<file path="src/rtl/uart_channel_arbiter_pkg.sv">
// Shared types and constants for the UART channel arbiter: FSM state encodings
// and the framing byte width.
package uart_arb_pkg;

    localparam int MAX_PAYLOAD = 255;
    localparam int BYTE_W      = $clog2(MAX_PAYLOAD + 1);

    typedef logic [BYTE_W-1:0] byte_t;

    typedef enum logic [1:0] {
        T_IDLE = 2'd0,
        T_HDR  = 2'd1,
        T_LEN  = 2'd2,
        T_DATA = 2'd3
    } tx_state_t;

    typedef enum logic [1:0] {
        R_HDR  = 2'd0,
        R_LEN  = 2'd1,
        R_DATA = 2'd2,
        R_DROP = 2'd3
    } rx_state_t;

endpackage

</file>
<file path="src/rtl/uart_channel_arbiter_if.sv">
// Bundle of requester-side and uart_trans-side signals for the channel arbiter.
// The master modport is the arbiter's view; slave is the surrounding system.
interface uart_channel_arbiter_if #(
    parameter int NUM_CH = 2
);
    logic [NUM_CH-1:0]   tx_req;
    logic [8*NUM_CH-1:0] tx_len;
    logic [NUM_CH-1:0]   tx_grant;
    logic [8*NUM_CH-1:0] tx_data;
    logic [NUM_CH-1:0]   tx_valid;
    logic [NUM_CH-1:0]   tx_ready;

    logic [7:0]          rx_data;
    logic [NUM_CH-1:0]   rx_valid;
    logic                rx_last;
    logic [NUM_CH-1:0]   rx_ready;
    logic                rx_drop;

    logic                send_flag;
    logic [7:0]          send_data;
    logic                sendable;
    logic                recv_flag;
    logic [7:0]          recv_data;
    logic                receivable;

    modport master (
        input  tx_req, tx_len, tx_data, tx_valid, rx_ready,
               sendable, recv_data, receivable,
        output tx_grant, tx_ready, rx_data, rx_valid, rx_last, rx_drop,
               send_flag, send_data, recv_flag
    );

    modport slave (
        output tx_req, tx_len, tx_data, tx_valid, rx_ready,
               sendable, recv_data, receivable,
        input  tx_grant, tx_ready, rx_data, rx_valid, rx_last, rx_drop,
               send_flag, send_data, recv_flag
    );

endinterface

</file>
<file path="src/rtl/uart_channel_arbiter_rr_arbiter.sv">
// Combinational round-robin arbiter: the first requester after i_last_grant
// (wrapping) wins; outputs are all zero when nobody requests.
module rr_arbiter #(
    parameter int NUM_CH = 2,
    parameter int CH_W   = $clog2(NUM_CH)
) (
    input  logic [NUM_CH-1:0] i_req,
    input  logic [CH_W-1:0]   i_last_grant,
    output logic [NUM_CH-1:0] o_grant,
    output logic [CH_W-1:0]   o_grant_idx
);

    logic            w_found;
    logic [CH_W-1:0] w_idx;

    always_comb begin
        o_grant     = '0;
        o_grant_idx = '0;
        w_found     = 1'b0;
        w_idx       = '0;
        // Scan starts one past the last winner, so the last winner is checked last.
        for (int i = 1; i <= NUM_CH; i++) begin
            w_idx = CH_W'((int'(i_last_grant) + i) % NUM_CH);
            if (!w_found && i_req[w_idx]) begin
                o_grant[w_idx] = 1'b1;
                o_grant_idx    = w_idx;
                w_found        = 1'b1;
            end
        end
    end

endmodule

</file>
<file path="src/rtl/uart_channel_arbiter.sv">
// Shares one uart_trans byte link between NUM_CH requesters using
// [channel id][length][payload] framing in both directions.
module uart_channel_arbiter
    import uart_arb_pkg::*;
#(
    parameter int NUM_CH = 2
) (
    input  logic                  CLK,
    input  logic                  RST,
    uart_channel_arbiter_if.master bus
);

    localparam int    CH_W     = $clog2(NUM_CH);
    localparam byte_t NUM_CH_B = byte_t'(NUM_CH);

    tx_state_t         r_tx_state, w_tx_next;
    rx_state_t         r_rx_state, w_rx_next;
    logic [CH_W-1:0]   r_gnt, r_last_grant, r_ch, w_arb_idx;
    logic [NUM_CH-1:0] r_gnt_oh, w_arb_grant;
    byte_t             r_cnt, r_rcnt, w_req_len, w_tx_byte;
    logic              r_bad, w_hdr_bad, w_tx_push, w_rx_pop;

    rr_arbiter #(.NUM_CH(NUM_CH), .CH_W(CH_W)) u_rr_arbiter (
        .i_req        (bus.tx_req),
        .i_last_grant (r_last_grant),
        .o_grant      (w_arb_grant),
        .o_grant_idx  (w_arb_idx)
    );

    assign w_tx_push = bus.send_flag;
    assign w_rx_pop  = bus.recv_flag;
    assign w_hdr_bad = (bus.recv_data >= NUM_CH_B);

    // NOTE: every combinational output gets a default before the branches so no latch is inferred.
    always_comb begin
        w_req_len = '0;
        w_tx_byte = '0;
        for (int c = 0; c < NUM_CH; c++) begin
            if (w_arb_idx == CH_W'(c)) w_req_len = bus.tx_len[c*8 +: 8];
            if (r_gnt == CH_W'(c))     w_tx_byte = bus.tx_data[c*8 +: 8];
        end
    end

    // ---------------- TX: arbitration and framing ----------------
    // NOTE: registers use non-blocking assignments so every flop samples pre-edge values.
    always_ff @(posedge CLK or negedge RST) begin
        if (!RST) r_tx_state <= T_IDLE;
        else      r_tx_state <= w_tx_next;
    end

    always_comb begin
        w_tx_next = r_tx_state;
        unique case (r_tx_state)
            T_IDLE: if (|bus.tx_req) w_tx_next = T_HDR;
            T_HDR:  if (w_tx_push)   w_tx_next = T_LEN;
            T_LEN:  if (w_tx_push)   w_tx_next = (r_cnt == 8'd0) ? T_IDLE : T_DATA;
            T_DATA: if (w_tx_push && r_cnt == 8'd1) w_tx_next = T_IDLE;
            default: w_tx_next = T_IDLE;
        endcase
    end

    always_comb begin
        bus.tx_grant  = '0;
        bus.tx_ready  = '0;
        bus.send_flag = 1'b0;
        bus.send_data = '0;
        unique case (r_tx_state)
            T_HDR: begin
                bus.tx_grant  = r_gnt_oh;
                bus.send_flag = bus.sendable;
                bus.send_data = byte_t'(r_gnt);
            end
            T_LEN: begin
                bus.tx_grant  = r_gnt_oh;
                bus.send_flag = bus.sendable;
                bus.send_data = r_cnt;
            end
            T_DATA: begin
                bus.tx_grant        = r_gnt_oh;
                bus.tx_ready[r_gnt] = bus.sendable;
                bus.send_flag       = bus.sendable & bus.tx_valid[r_gnt];
                bus.send_data       = w_tx_byte;
            end
            default: ;
        endcase
    end

    // last_grant resets to the top channel so channel 0 wins the first contest.
    always_ff @(posedge CLK or negedge RST) begin
        if (!RST) begin
            r_gnt        <= '0;
            r_gnt_oh     <= '0;
            r_last_grant <= CH_W'(NUM_CH - 1);
            r_cnt        <= '0;
        end else if (r_tx_state == T_IDLE && |bus.tx_req) begin
            r_gnt        <= w_arb_idx;
            r_gnt_oh     <= w_arb_grant;
            r_last_grant <= w_arb_idx;
            r_cnt        <= w_req_len;
        end else if (r_tx_state == T_DATA && w_tx_push) begin
            r_cnt <= r_cnt - 8'd1;
        end
    end

    // ---------------- RX: parsing and routing ----------------
    always_ff @(posedge CLK or negedge RST) begin
        if (!RST) r_rx_state <= R_HDR;
        else      r_rx_state <= w_rx_next;
    end

    always_comb begin
        w_rx_next = r_rx_state;
        unique case (r_rx_state)
            R_HDR: if (w_rx_pop) w_rx_next = R_LEN;
            R_LEN: if (w_rx_pop) begin
                if (bus.recv_data == 8'd0) w_rx_next = R_HDR;
                else                       w_rx_next = r_bad ? R_DROP : R_DATA;
            end
            R_DATA, R_DROP: if (w_rx_pop && r_rcnt == 8'd1) w_rx_next = R_HDR;
            default: w_rx_next = R_HDR;
        endcase
    end

    always_comb begin
        bus.recv_flag = 1'b0;
        bus.rx_valid  = '0;
        bus.rx_data   = '0;
        bus.rx_last   = 1'b0;
        bus.rx_drop   = 1'b0;
        unique case (r_rx_state)
            R_HDR: begin
                bus.recv_flag = bus.receivable;
                bus.rx_drop   = bus.receivable & w_hdr_bad;
            end
            R_LEN, R_DROP: bus.recv_flag = bus.receivable;
            R_DATA: begin
                bus.rx_valid[r_ch] = bus.receivable;
                bus.rx_data        = bus.recv_data;
                bus.rx_last        = (r_rcnt == 8'd1);
                bus.recv_flag      = bus.receivable & bus.rx_ready[r_ch];
            end
            default: ;
        endcase
        // R_HDR pops on receivable alone, so gate it while reset is held.
        if (!RST) begin
            bus.recv_flag = 1'b0;
            bus.rx_drop   = 1'b0;
        end
    end

    always_ff @(posedge CLK or negedge RST) begin
        if (!RST) begin
            r_ch   <= '0;
            r_bad  <= 1'b0;
            r_rcnt <= '0;
        end else if (w_rx_pop) begin
            unique case (r_rx_state)
                R_HDR: begin
                    r_ch  <= bus.recv_data[CH_W-1:0];
                    r_bad <= w_hdr_bad;
                end
                R_LEN:          r_rcnt <= bus.recv_data;
                R_DATA, R_DROP: r_rcnt <= r_rcnt - 8'd1;
                default: ;
            endcase
        end
    end

endmodule

</file>
<file path="src/flat_wrapper.sv">
// flat-port wrapper written by rule: the top's interface ports become plain ports
module uart_channel_arbiter_flat import uart_arb_pkg::*;
#(
    parameter int NUM_CH = 2
)
  (CLK, RST, bus_tx_req, bus_tx_len, bus_tx_data, bus_tx_valid, bus_rx_ready, bus_sendable, bus_recv_data, bus_receivable, bus_tx_grant, bus_tx_ready, bus_rx_data, bus_rx_valid, bus_rx_last, bus_rx_drop, bus_send_flag, bus_send_data, bus_recv_flag);
  uart_channel_arbiter_if #(.NUM_CH(NUM_CH)) bus_i ();
  input  logic CLK;
  input  logic RST;
  input wire logic [$bits(bus_i.tx_req)-1:0] bus_tx_req;
  input wire logic [$bits(bus_i.tx_len)-1:0] bus_tx_len;
  input wire logic [$bits(bus_i.tx_data)-1:0] bus_tx_data;
  input wire logic [$bits(bus_i.tx_valid)-1:0] bus_tx_valid;
  input wire logic [$bits(bus_i.rx_ready)-1:0] bus_rx_ready;
  input wire logic [$bits(bus_i.sendable)-1:0] bus_sendable;
  input wire logic [$bits(bus_i.recv_data)-1:0] bus_recv_data;
  input wire logic [$bits(bus_i.receivable)-1:0] bus_receivable;
  output wire logic [$bits(bus_i.tx_grant)-1:0] bus_tx_grant;
  output wire logic [$bits(bus_i.tx_ready)-1:0] bus_tx_ready;
  output wire logic [$bits(bus_i.rx_data)-1:0] bus_rx_data;
  output wire logic [$bits(bus_i.rx_valid)-1:0] bus_rx_valid;
  output wire logic [$bits(bus_i.rx_last)-1:0] bus_rx_last;
  output wire logic [$bits(bus_i.rx_drop)-1:0] bus_rx_drop;
  output wire logic [$bits(bus_i.send_flag)-1:0] bus_send_flag;
  output wire logic [$bits(bus_i.send_data)-1:0] bus_send_data;
  output wire logic [$bits(bus_i.recv_flag)-1:0] bus_recv_flag;
  assign bus_i.tx_req = bus_tx_req;
  assign bus_i.tx_len = bus_tx_len;
  assign bus_i.tx_data = bus_tx_data;
  assign bus_i.tx_valid = bus_tx_valid;
  assign bus_i.rx_ready = bus_rx_ready;
  assign bus_i.sendable = bus_sendable;
  assign bus_i.recv_data = bus_recv_data;
  assign bus_i.receivable = bus_receivable;
  assign bus_tx_grant = bus_i.tx_grant;
  assign bus_tx_ready = bus_i.tx_ready;
  assign bus_rx_data = bus_i.rx_data;
  assign bus_rx_valid = bus_i.rx_valid;
  assign bus_rx_last = bus_i.rx_last;
  assign bus_rx_drop = bus_i.rx_drop;
  assign bus_send_flag = bus_i.send_flag;
  assign bus_send_data = bus_i.send_data;
  assign bus_recv_flag = bus_i.recv_flag;
  uart_channel_arbiter #(.NUM_CH(NUM_CH)) u_core (.CLK(CLK), .RST(RST), .bus(bus_i));
endmodule
</file>
<file path="config.mk">
export PLATFORM = sky130hd
export DESIGN_NAME = uart_channel_arbiter_flat
export DESIGN_NICKNAME = d
export VERILOG_FILES = /design/src/rtl/uart_channel_arbiter_pkg.sv /design/src/rtl/uart_channel_arbiter_if.sv /design/src/rtl/uart_channel_arbiter_rr_arbiter.sv /design/src/rtl/uart_channel_arbiter.sv /design/src/flat_wrapper.sv
export SDC_FILE = /design/constraint.sdc
export NUM_CORES = 1
export LEC_CHECK = 0
export ABC_CLOCK_PERIOD_IN_PS = 4500
export CAP_MARGIN = 25
export CORE_UTILIZATION = 35
export CTS_BUF_LIST = sky130_fd_sc_hd__clkbuf_8
export DETAILED_ROUTE_END_ITERATION = 7
export PLACE_DENSITY = 0.66
export SLEW_MARGIN = 20
export SYNTH_ARGS = -nofsm -noshare
export SYNTH_HDL_FRONTEND = slang
export SYNTH_SLANG_ARGS = --single-unit
</file>
<file path="constraint.sdc">
create_clock -name CLK -period 4.5 [get_ports CLK]
set_clock_uncertainty 0.1 [all_clocks]
set_input_delay 0.9 -clock CLK [delete_from_list [all_inputs] [get_ports CLK]]
set_output_delay 0.9 -clock CLK [all_outputs]
set_load 0.02 [all_outputs]
</file>
==> impl_metrics.py <==
metrics = {
    "synth": {
        "synth_edf_count": 0,
        "synth_seq_cells": 26,
        "synthFlopType": "dfrtp_1",
        "synth_cells": 240,
        "yosysSeqAreaShare": 0.3218,
        "synthAdderAreaFrac": 0.05559,
        "yosys.area_share.simple": 0.2298,
        "synthMuxAreaShare": 0.08709,
        "synth_warnings": 0,
        "syn_area_mm2": 0.002026,
        "syn_nets": 299,
        "synthXorXnorAreaFrac": 0.008647,
        "synth_compound_gate_area_share": 0.2557,
        "async_flop_share": 1.000,
        "synth_area_per_cell_um2": 8.440,
        "synth_top_family_by_area": "compound AO/OA/AOI/OAI gates",
        "synth_cell_types": 57,
    },
    "clocking": {
        "cts_resized": 0,
        "clockBufferDepth": 2,
        "clkLatencyLatePin_ns": 0.26,
        "h-tree-depth": 1,
        "cts_setup_buffers": 0,
        "clk_pin_slew_ns": 0.08,
        "cts_made_buffers": 3,
        "ctsHoldBuffers": 0,
        "cts.sinks": 26,
        "cts_tree": "done",
        "cts-root-buf": "clkbuf_8",
    },
    "floorplanning": {
        "ios": 76,
        "core_area_mm2": 0.005540,
        "row_count": 27,
        "die_x_um": 78.08,
        "dieArea_mm2": 0.006096,
        "start_util": 0.3656,
        "die_y_um": 78.08,
    },
    "grt": {
        "met1_usage": 0.2621,
        "use_met2": 0.2991,
        "antenna_found_initial": 0,
        "grt-ovfl-total": 0,
        "grt_pass1_wl_mm": 9.094,
        "grt_max_degree": 29,
        "grtUsageTotal": 0.1831,
        "grt_pass1_vias": 1898,
        "grt.busiest_layer": "met2",
        "grtUsageMet3": 0.02326,
    },
    "sta": {
        "setup_ws_ns": 0.7192,
        "tns_ns": 0,
        "worst_slew_pin_slew_ns": 0.5762,
        "slew_headroom": 0.6060,
        "finalHoldViolCount": 0,
        "finalMaxSlewViolations": 0,
        "setup_violations": 0,
        "min_period_ns": 3.781,
        "fmax_mhz": 264.5,
        "period_share": 0.8402,
        "rsz0062_at_grt": "no",
    },
    "critical_path": {
        "slowest_stage": "clkdlybuf4s50_1",
        "cpMostUsedCell": "clkdlybuf4s50_1",
        "critPathMaxStageDelay_ns": 0.60,
        "crit_type": "primary input to output pin",
        "path_max_fanout": 9,
        "cp.required_ns": 3.50,
        "startpoint_type": "primary input",
        "critical_path.cell_chain": "clkdlybuf4s50_1, nand2_1, nor3_1, and2_1, clkdlybuf4s50_1",
        "critPathCaptureType": "output pin",
        "critPathArrivalTime_ns": 2.78,
    },
    "detailed_routing": {
        "ant_nets": 0,
        "drt_wl_total_mm": 5.447,
        "via_per_inst": 5.368,
        "avgRoutedWirePerCell_um": 14.11,
        "via_count": 2072,
        "drc": 0,
        "dr.pass1.iters": 5,
        "drtIter0Drc": 88,
    },
    "power": {
        "sw_frac_of_total": 0.4539,
        "p_int_uw": 869.3,
        "p_leak_uw": 0.001157,
        "vdd_drop_max_mv": 0.2168,
        "powerDensity_mw_per_mm2": 547.7,
        "p_comb_frac": 0.614,
        "pwr-share-seq": 0.305,
        "power_frac_clock": 0.081,
        "power.switching_uw": 722.5,
    },
    "placed_design": {
        "gp_congestion": 0.7627,
        "dp_worst_setup_slack_ns": 0.7198,
        "portBuffers": 75,
        "dp_hpwl_mm": 4.251,
        "numPlacedInstances": 382,
    },
    "run": {
        "drv_cap": 0,
    },
    "final_layout": {
        "fin_cells": 386,
        "nNetsFinal": 374,
        "syn_to_final_growth_pct": 43.48,
        "drive_gt1_frac": 0.07006,
        "final_common_cell": "clkdlybuf4s50_1",
        "layout_common_cells": "clkdlybuf4s50_1, nor2_1, dfrtp_1",
        "n_antenna_cell": 0,
    },
    "worst_hold_path": {
        "hold_class": "flop to flop",
    },
    "status": {
        "status": "completed",
    },
}
state kept, by name, indices dropped and copies added, names as in the netlist:
name,flops
u_core.r_cnt,8
u_core.r_last_grant,1
u_core.r_gnt,1
u_core.r_tx_state,2
u_core.r_bad,1
u_core.r_rcnt,8
u_core.r_gnt_oh,2
u_core.r_rx_state,2
u_core.r_ch,1
synth_stat cells (2+ instances only):
cell type / n / area, um2
or3_1: 2 / 12.51
o311ai_0: 2 / 17.52
a21o_1: 2 / 15.01
o31ai_1: 2 / 15.01
or2_2: 2 / 12.51
nand3_1: 2 / 10.01
nor3_1: 6 / 30.03
and2_1: 9 / 56.30
a31o_2: 2 / 17.52
clkbuf_1: 7 / 26.28
a22o_1: 3 / 26.28
o21a_1: 2 / 15.01
and3b_1: 2 / 17.52
o21ai_0: 14 / 70.07
a2bb2oi_1: 2 / 17.52
nand4_1: 3 / 18.77
o211ai_1: 3 / 22.52
nor2_1: 30 / 112.6
dfrtp_1: 25 / 625.6
nor4_1: 4 / 25.02
a211oi_1: 5 / 37.54
inv_1: 12 / 45.04
nor2b_1: 8 / 50.05
ha_1: 9 / 112.6
nand2_1: 11 / 41.29
mux2i_1: 12 / 120.1
or3_4: 2 / 22.52
mux2_2: 5 / 56.30
and3_1: 3 / 18.77
or3_2: 2 / 15.01
a21oi_1: 15 / 75.07
a31oi_1: 5 / 31.28
a221oi_1: 3 / 26.28
power by group through the flow:
stage | clock network, uW | logic, uW | registers (uW)
final | 129 | 978 | 485
after global routing | 145 | 1080 | 509
after CTS | 134 | 985 | 483
after detailed placement | 0 | 980 | 488
after global placement | 0 | 968 | 487
after floorplan | 0 | 675 | 421
logic make-up after synthesis:
kind of cell	after synthesis
buffers and inverters	22
multiplexers	17
flip-flops	26
XOR/XNOR	2
AO/OA/AOI/OAI	75
AND/OR/NAND/NOR	89
adder cells (fa/ha/maj)	9
final cells by class:
| class | instances | area (um2) |
|---|---|---|
| Clock buffer | 3 | 41.29 |
| Clock inverter | 1 | 3.754 |
| Fill cell | 571 | 2634 |
| Inverter | 13 | 48.80 |
| Multi-Input combinational cell | 192 | 1290 |
| Sequential cell | 26 | 651.9 |
| Tap cell | 72 | 90.09 |
| Timing Repair Buffer | 79 | 780.7 |
critical path: cells and delay by family:
family	cells	cell delay, ns
simple gates	3	0.76
buf+inv	2	1.13
metrics by stage:
step	total power, uW	utilization	hold slack (ns)	cell area [um2]
final	1592	0.5246	0.4019	2907
after CTS	1602	0.5246	0.4029	2907
after detailed placement	1468	0.5165	0.3768	2861
after global placement	1455	0.5165	0.3757	2861
after global routing	1737	0.5246	0.4115	2907
after floorplan	1095	-	0.3583	2026
layer usage:
metal	vias to the layer above	wire length (um)
li1	1040	-
met1	995	2713
met2	33	2535
met3	4	163
met4	0	34
met5	-	0
worst paths after layout:
| path | from | to | slack (ns) | depth (start not counted) |
|---|---|---|---|---|
| max | bus_receivable | bus_rx_drop | 0.72 | 5 |
| min | u_core.r_gnt_oh[1] | u_core.r_gnt_oh[1] | 0.40 | 1 |
| max reg2reg | u_core.r_gnt | u_core.r_cnt[1] | 2.30 | 4 |
| min reg2reg | u_core.r_gnt_oh[1] | u_core.r_gnt_oh[1] | 0.40 | 1 |
| max in group asynchronous | RST | u_core.r_last_grant | 3.05 | 2 |
| min in group asynchronous | RST | u_core.r_ch | 0.94 | 2 |
Note: power is estimated with default switching activity, not from simulation.
